<file path="config.mk">
export PLATFORM = sky130hd
export DESIGN_NAME = register_bank
export DESIGN_NICKNAME = d
export VERILOG_FILES = /design/src/rtl/register_bank.sv
export SDC_FILE = /design/constraint.sdc
export NUM_CORES = 1
export LEC_CHECK = 0
export ABC_AREA = 1
export BUFFER_PORTS_ARGS = -buffer_cell sky130_fd_sc_hd__buf_2
export CAP_MARGIN = 10
export CORE_MARGIN = 1
export CORE_UTILIZATION = 50
export CTS_BUF_LIST = sky130_fd_sc_hd__clkbuf_4
export DETAILED_ROUTE_END_ITERATION = 10
export GPL_ROUTABILITY_DRIVEN = 1
export PLACE_DENSITY = 0.72
export SLEW_MARGIN = 25
export SYNTH_ARGS = -nofsm -noshare
export SYNTH_HDL_FRONTEND = slang
export SYNTH_SLANG_ARGS = --single-unit
</file>
<file path="constraint.sdc">
create_clock -name Clock -period 2.6 [get_ports Clock]
set_clock_uncertainty 0.2 [all_clocks]
set_input_delay 0.39 -clock Clock [delete_from_list [all_inputs] [get_ports Clock]]
set_output_delay 0.39 -clock Clock [all_outputs]
set_load 0.01 [all_outputs]
</file>
<file path="src/rtl/register_bank.sv">
// register_bank: small register file driven by a 3-bit op FSM (IDLE/EXEC/SWAP2).
// Latency: most ops complete one edge after acceptance, SWAP two; Done/Error pulse at completion.
// Backpressure: Busy is high while an op is in flight; Perform edges seen while busy are dropped.
//
// Ports:
//   Clock, Reset        - single clock, synchronous active-high reset
//   OP[2:0], K[KW-1:0]  - operation code and target index, latched on acceptance
//   Perform             - request strobe, only its rising edge starts an op
//   Regs                - all registers flattened, Rn at [n*WIDTH +: WIDTH]
//   Busy, Done, Error   - in-flight flag, completion pulse, illegal-index pulse
// Optional feature: define REGISTER_BANK_UNDO_EN for a one-deep undo shadow (OP 111 = undo).

module register_bank #(
    parameter int WIDTH = 5,
    parameter int NREGS = 4,
    parameter int KW    = 2
) (
    input  logic                   Clock,
    input  logic                   Reset,
    input  logic [2:0]             OP,
    input  logic [KW-1:0]          K,
    input  logic                   Perform,
    output logic [NREGS*WIDTH-1:0] Regs,
    output logic                   Busy,
    output logic                   Done,
    output logic                   Error
);

    localparam logic [2:0] OP_INIT   = 3'b000;
    localparam logic [2:0] OP_CLR0   = 3'b001;
    localparam logic [2:0] OP_LOAD   = 3'b010;
    localparam logic [2:0] OP_STORE  = 3'b011;
    localparam logic [2:0] OP_SWAP   = 3'b100;
    localparam logic [2:0] OP_CLRALL = 3'b101;
    localparam logic [2:0] OP_INC    = 3'b110;

    typedef enum logic [1:0] {
        IDLE  = 2'd0,
        EXEC  = 2'd1,
        SWAP2 = 2'd2
    } state_t;

    state_t             state_q, state_d;
    logic [WIDTH-1:0]   regs_q [NREGS];
    logic [WIDTH-1:0]   regs_d [NREGS];
    logic [WIDTH-1:0]   temp_q, temp_d;
    logic [2:0]         op_q, op_d;
    logic [KW-1:0]      k_q, k_d;
    logic               done_q, done_d;
    logic               error_q, error_d;
    logic               perform_prev_q;

`ifdef REGISTER_BANK_UNDO_EN
    logic               undo_vld_q, undo_vld_d;
    logic [KW-1:0]      undo_idx_q, undo_idx_d;
    logic [WIDTH-1:0]   undo_val_q, undo_val_d;
`endif

    // Current value of the register addressed by the latched K.
    logic [WIDTH-1:0]   rk;
    logic               uses_k;
    logic               k_bad;

    always_comb begin
        rk = '0;
        for (int n = 0; n < NREGS; n++) begin
            if (k_q == KW'(n)) begin
                rk = regs_q[n];
            end
        end
    end

    assign uses_k = (op_q == OP_LOAD) || (op_q == OP_STORE) ||
                    (op_q == OP_SWAP) || (op_q == OP_INC);
    // KW may address more slots than exist (e.g. NREGS=5, KW=3).
    assign k_bad  = int'(k_q) >= NREGS;

    always_comb begin
        state_d = state_q;
        regs_d  = regs_q;
        temp_d  = temp_q;
        op_d    = op_q;
        k_d     = k_q;
        done_d  = 1'b0;
        error_d = 1'b0;
`ifdef REGISTER_BANK_UNDO_EN
        undo_vld_d = undo_vld_q;
        undo_idx_d = undo_idx_q;
        undo_val_d = undo_val_q;
`endif

        case (state_q)
            IDLE: begin
                // perform_prev_q comes out of reset high, so a held strobe is not a new request.
                if (Perform && !perform_prev_q) begin
                    op_d    = OP;
                    k_d     = K;
                    state_d = EXEC;
                end
            end

            EXEC: begin
                state_d = IDLE;
                if (uses_k && k_bad) begin
                    error_d = 1'b1;
                end else begin
                    done_d = 1'b1;
                    case (op_q)
                        OP_INIT: begin
                            for (int n = 0; n < NREGS; n++) begin
                                regs_d[n] = WIDTH'(n);
                            end
`ifdef REGISTER_BANK_UNDO_EN
                            undo_vld_d = 1'b0;
`endif
                        end
                        OP_CLR0: begin
                            regs_d[0] = '0;
                        end
                        OP_LOAD: begin
                            regs_d[0] = rk;
`ifdef REGISTER_BANK_UNDO_EN
                            undo_vld_d = 1'b1;
                            undo_idx_d = '0;
                            undo_val_d = regs_q[0];
`endif
                        end
                        OP_STORE: begin
                            for (int n = 0; n < NREGS; n++) begin
                                if (k_q == KW'(n)) begin
                                    regs_d[n] = regs_q[0];
                                end
                            end
`ifdef REGISTER_BANK_UNDO_EN
                            undo_vld_d = 1'b1;
                            undo_idx_d = k_q;
                            undo_val_d = rk;
`endif
                        end
                        OP_SWAP: begin
                            // First half: park RK, move R0 into RK; R0 gets temp next cycle.
                            temp_d = rk;
                            for (int n = 0; n < NREGS; n++) begin
                                if (k_q == KW'(n)) begin
                                    regs_d[n] = regs_q[0];
                                end
                            end
                            done_d  = 1'b0;
                            state_d = SWAP2;
                        end
                        OP_CLRALL: begin
                            for (int n = 0; n < NREGS; n++) begin
                                regs_d[n] = '0;
                            end
`ifdef REGISTER_BANK_UNDO_EN
                            undo_vld_d = 1'b0;
`endif
                        end
                        OP_INC: begin
                            for (int n = 0; n < NREGS; n++) begin
                                if (k_q == KW'(n)) begin
                                    regs_d[n] = rk + WIDTH'(1);
                                end
                            end
`ifdef REGISTER_BANK_UNDO_EN
                            undo_vld_d = 1'b1;
                            undo_idx_d = k_q;
                            undo_val_d = rk;
`endif
                        end
                        default: begin
`ifdef REGISTER_BANK_UNDO_EN
                            // OP 111: undo the last single-register write, if any.
                            if (undo_vld_q) begin
                                for (int n = 0; n < NREGS; n++) begin
                                    if (undo_idx_q == KW'(n)) begin
                                        regs_d[n] = undo_val_q;
                                    end
                                end
                            end
                            undo_vld_d = 1'b0;
`endif
                        end
                    endcase
                end
            end

            SWAP2: begin
                regs_d[0] = temp_q;
                done_d    = 1'b1;
                state_d   = IDLE;
`ifdef REGISTER_BANK_UNDO_EN
                undo_vld_d = 1'b1;
                undo_idx_d = '0;
                undo_val_d = regs_q[0];
`endif
            end

            default: begin
                state_d = IDLE;
            end
        endcase
    end

    always_ff @(posedge Clock) begin
        if (Reset) begin
            for (int n = 0; n < NREGS; n++) begin
                regs_q[n] <= WIDTH'(n);
            end
            temp_q         <= '0;
            state_q        <= IDLE;
            op_q           <= '0;
            k_q            <= '0;
            done_q         <= 1'b0;
            error_q        <= 1'b0;
            perform_prev_q <= 1'b1;
`ifdef REGISTER_BANK_UNDO_EN
            undo_vld_q     <= 1'b0;
            undo_idx_q     <= '0;
            undo_val_q     <= '0;
`endif
        end else begin
            regs_q         <= regs_d;
            temp_q         <= temp_d;
            state_q        <= state_d;
            op_q           <= op_d;
            k_q            <= k_d;
            done_q         <= done_d;
            error_q        <= error_d;
            perform_prev_q <= Perform;
`ifdef REGISTER_BANK_UNDO_EN
            undo_vld_q     <= undo_vld_d;
            undo_idx_q     <= undo_idx_d;
            undo_val_q     <= undo_val_d;
`endif
        end
    end

    for (genvar g = 0; g < NREGS; g++) begin : g_regs_out
        assign Regs[g*WIDTH +: WIDTH] = regs_q[g];
    end

    assign Busy  = (state_q != IDLE);
    assign Done  = done_q;
    assign Error = error_q;

endmodule

</file>
==> out/results.txt <==
Leakage power - 1.030 nW
Power density normalized to cell area - 671.3 nW/um^2
Row count - 21
Estimated wirelength of the detail-placed design - 3416 microns
Number of buffers created by CTS - 5
Number of instances resized during post-cts repair - 0
DRT antenna net count - 0
Area of the core - 3442 sq um
Clk sink count - 34
VDD IR-drop max - 0.0002989 V
Clock network power share - 0.210
Grt ovf - 0
WP data required - 2650 ps
Switching part of the total - 0.3959
Io pins - 31
Met2 layer usage reported by global route - 0.4212
Post-Route WL - 4426 microns
Synthesis Warnings - 0
Final Max Slew Viols - 0
Kind of end point of the critical path - register
Arrival @ worst endpoint - 2410 ps
Synthesis-to-finish area growth - 12.24%
Initial standard-cell utilization of the core - 0.5376
Post-synthesis instance area - 1851 sq um
Switching pwr - 551.9 uW
Internal Pwr Total - 842.3 uW
Most frequent cells in the layout - nand2_1 (60), inv_1 (37), dfxtp_1 (34), buf_2 (29), nand3_1 (25)
Largest stage delay, worst path - 580 ps
Logic gate share of total power - 0.335
Clock Pin Slew Worst Setup and Hold Paths - 110 ps
Count of buffers from port buffering - 29
# setup viols final - 0
Net count of the mapped netlist - 277
Worst hold-check slack - 22.17 ps
Unrepaired setup endpoints after global routing - no
Setup crit start kind - register
Outcome - completed
Final core utilization - 0.6034
Number of buffers inserted by post-CTS setup repair - 0
Global router's overall resource usage - 0.2433
Die X-Extent - 62.84 microns
Y dimension of the die - 62.84 microns
Library cells used by synthesis - 29
Critical path cell sequence - inv_1 > nand3_1 > nand4_2 > ha_1 > or2_1 > nand3_1 > nand2_1 > o21ai_1 > inv_1
Final hold vios - 0
Worst Path Max Fanout - 12
Leading cell type in the layout, fill and taps excluded - nand2_1
Via density - 5.198
Max stage delay cell, worst path - dfxtp_1
Die ar. - 3948 sq um
Class of the tightest hold or removal check - in2reg
Net count of the finished layout - 308
Clock latency on the worst-skew pair - 340 ps
GR met1 Demand/Resource - 0.2851
Total negative setup slack - 0 ps
Maximum capacitance violations - 0
GP Congestion - 0.9242
Proportion of synthesized chip area in sequential cells - 0.3678
Placed inst area - 2023 sq um
Count of state elements after synthesis - 34
H-tree lvl count - 2
Deepest clock path buffer count - 2
Period utilisation layout - 0.9077
Fmax - 0.4237 GHz
Reg2reg setup slack - 240 ps
CTS root buf - clkbuf_4
Sequential Power Share - 0.455
First-iteration detailed-routing DRC count - 117
Quantity of hold-fixing buffers added after cts - 0
Antenna cell count - 0
Synthesized area divided by synthesized cell count - 6.983 sq um
Type of the worst setup path - reg2reg
Drt pass-1 iters - 4
Vias in the first global route - 1651
Vias post-DR - 1783
Pin count of the biggest net entering global routing - 17
Number of antenna violations at the first check in global routing - 0
Met3 track demand over resource in global routing - 0.05292
Finished Cell Area - 2077 sq um
Time the final worst path needs with I/O delays and setup - 2360 ps
Global-route layer with the greatest usage - met2
Mapped Cells - 265
Fraction of final layout cells sized beyond drive strength 1 - 0.2054
Clock tree from TritonCTS - yes
Global-route wire length before repair - 7438 microns
Post-detailed-route DRC marker count - 0
Average wire length per cell after detail routing - 12.90 microns
==> area by class of cell <==
class | instances | area, sq um
clock inverter | 2 | 8.758
tap | 46 | 57.56
fill | 355 | 1365
timing repair buffer | 30 | 152.6
clock buffer | 6 | 45.04
sequential | 34 | 680.7
multi-input combinational | 184 | 978.4
inverter | 41 | 153.9
==> flip-flops by register name, indices dropped and copies added, names as in the netlist <==
| signal | count |
|---|---|
| Regs | 20 |
| temp_q | 5 |
| op_q | 3 |
| k_q | 2 |
| state_q | 2 |
| Done | 1 |
| perform_prev_q | 1 |
==> path summary, 6_finish.rpt <==
check | startpoint | to | depth (start not counted)
min reg2reg | temp_q[0] | Regs[0] | 2
max reg2reg | k_q[1] | Regs[12] | 9
max | k_q[1] | Regs[12] | 9
min | Perform | perform_prev_q | 3
==> metal layers <==
layer | wire length (microns) | share of wire
met1 | 2001 | 0.45
met3 | 203 | 0.046
met4 | 99 | 0.022
met2 | 2121 | 0.48
met5 | 0 | 0
==> cell families (layout without fill, tap and decap cells) <==
| family | after synthesis | count (layout) | synth area share |
|---|---|---|---|
| simple gates | 117 | 117 | 0.3103 |
| compound gates | 62 | 62 | 0.1893 |
| buf+inv | 47 | 79 | 0.1034 |
| flops | 34 | 34 | 0.3678 |
| fa+ha+maj | 4 | 4 | 0.02705 |
| other cells | 1 | 1 | 0.002026 |
==> through the flow <==
stage	instances	power, mW	setup slack (ps)
after floorplan	265	0.9869	763.6
after global placement	335	1.100	387.6
after detailed placement	335	1.111	278.7
after CTS	343	1.402	257.5
after global routing	343	1.495	77.26
final	343	1.394	239.9
==> power by group through the flow <==
| stage | registers (mW) | clock network (mW) | logic [mW] |
|---|---|---|---|
| 6_report | 0.634 | 0.292 | 0.467 |
| 5_1_grt | 0.642 | 0.325 | 0.528 |
| 4_1_cts | 0.633 | 0.300 | 0.468 |
| 3_5_place_dp | 0.645 | 0 | 0.466 |
| 3_3_place_gp | 0.644 | 0 | 0.456 |
| 2_1_floorplan | 0.634 | 0 | 0.353 |
==> cells in the mapped netlist, drive strengths merged <==
cell type / instances / share of area
nand3: 26 / 0.073
inv: 41 / 0.083
or2: 3 / 0.010
nand4: 4 / 0.017
conb: 1 / 0.0020
a21oi: 21 / 0.059
o21ai: 28 / 0.076
nand3b: 1 / 0.0041
dfxtp: 34 / 0.37
clkbuf: 3 / 0.0061
o31ai: 1 / 0.0068
buf: 3 / 0.014
a211oi: 2 / 0.0081
a31oi: 1 / 0.0034
nand2: 66 / 0.14
nor2: 17 / 0.062
o21a: 9 / 0.037
ha: 4 / 0.027
==> critical path, delay by kind of cell, from the launching register on <==
family / cells / cell delay (ps)
fa+ha+maj: 1 / 310
compound gates: 1 / 130
buf+inv: 2 / 270
flops: 1 / 580
simple gates: 5 / 770
(Power assumes the default switching activity.)
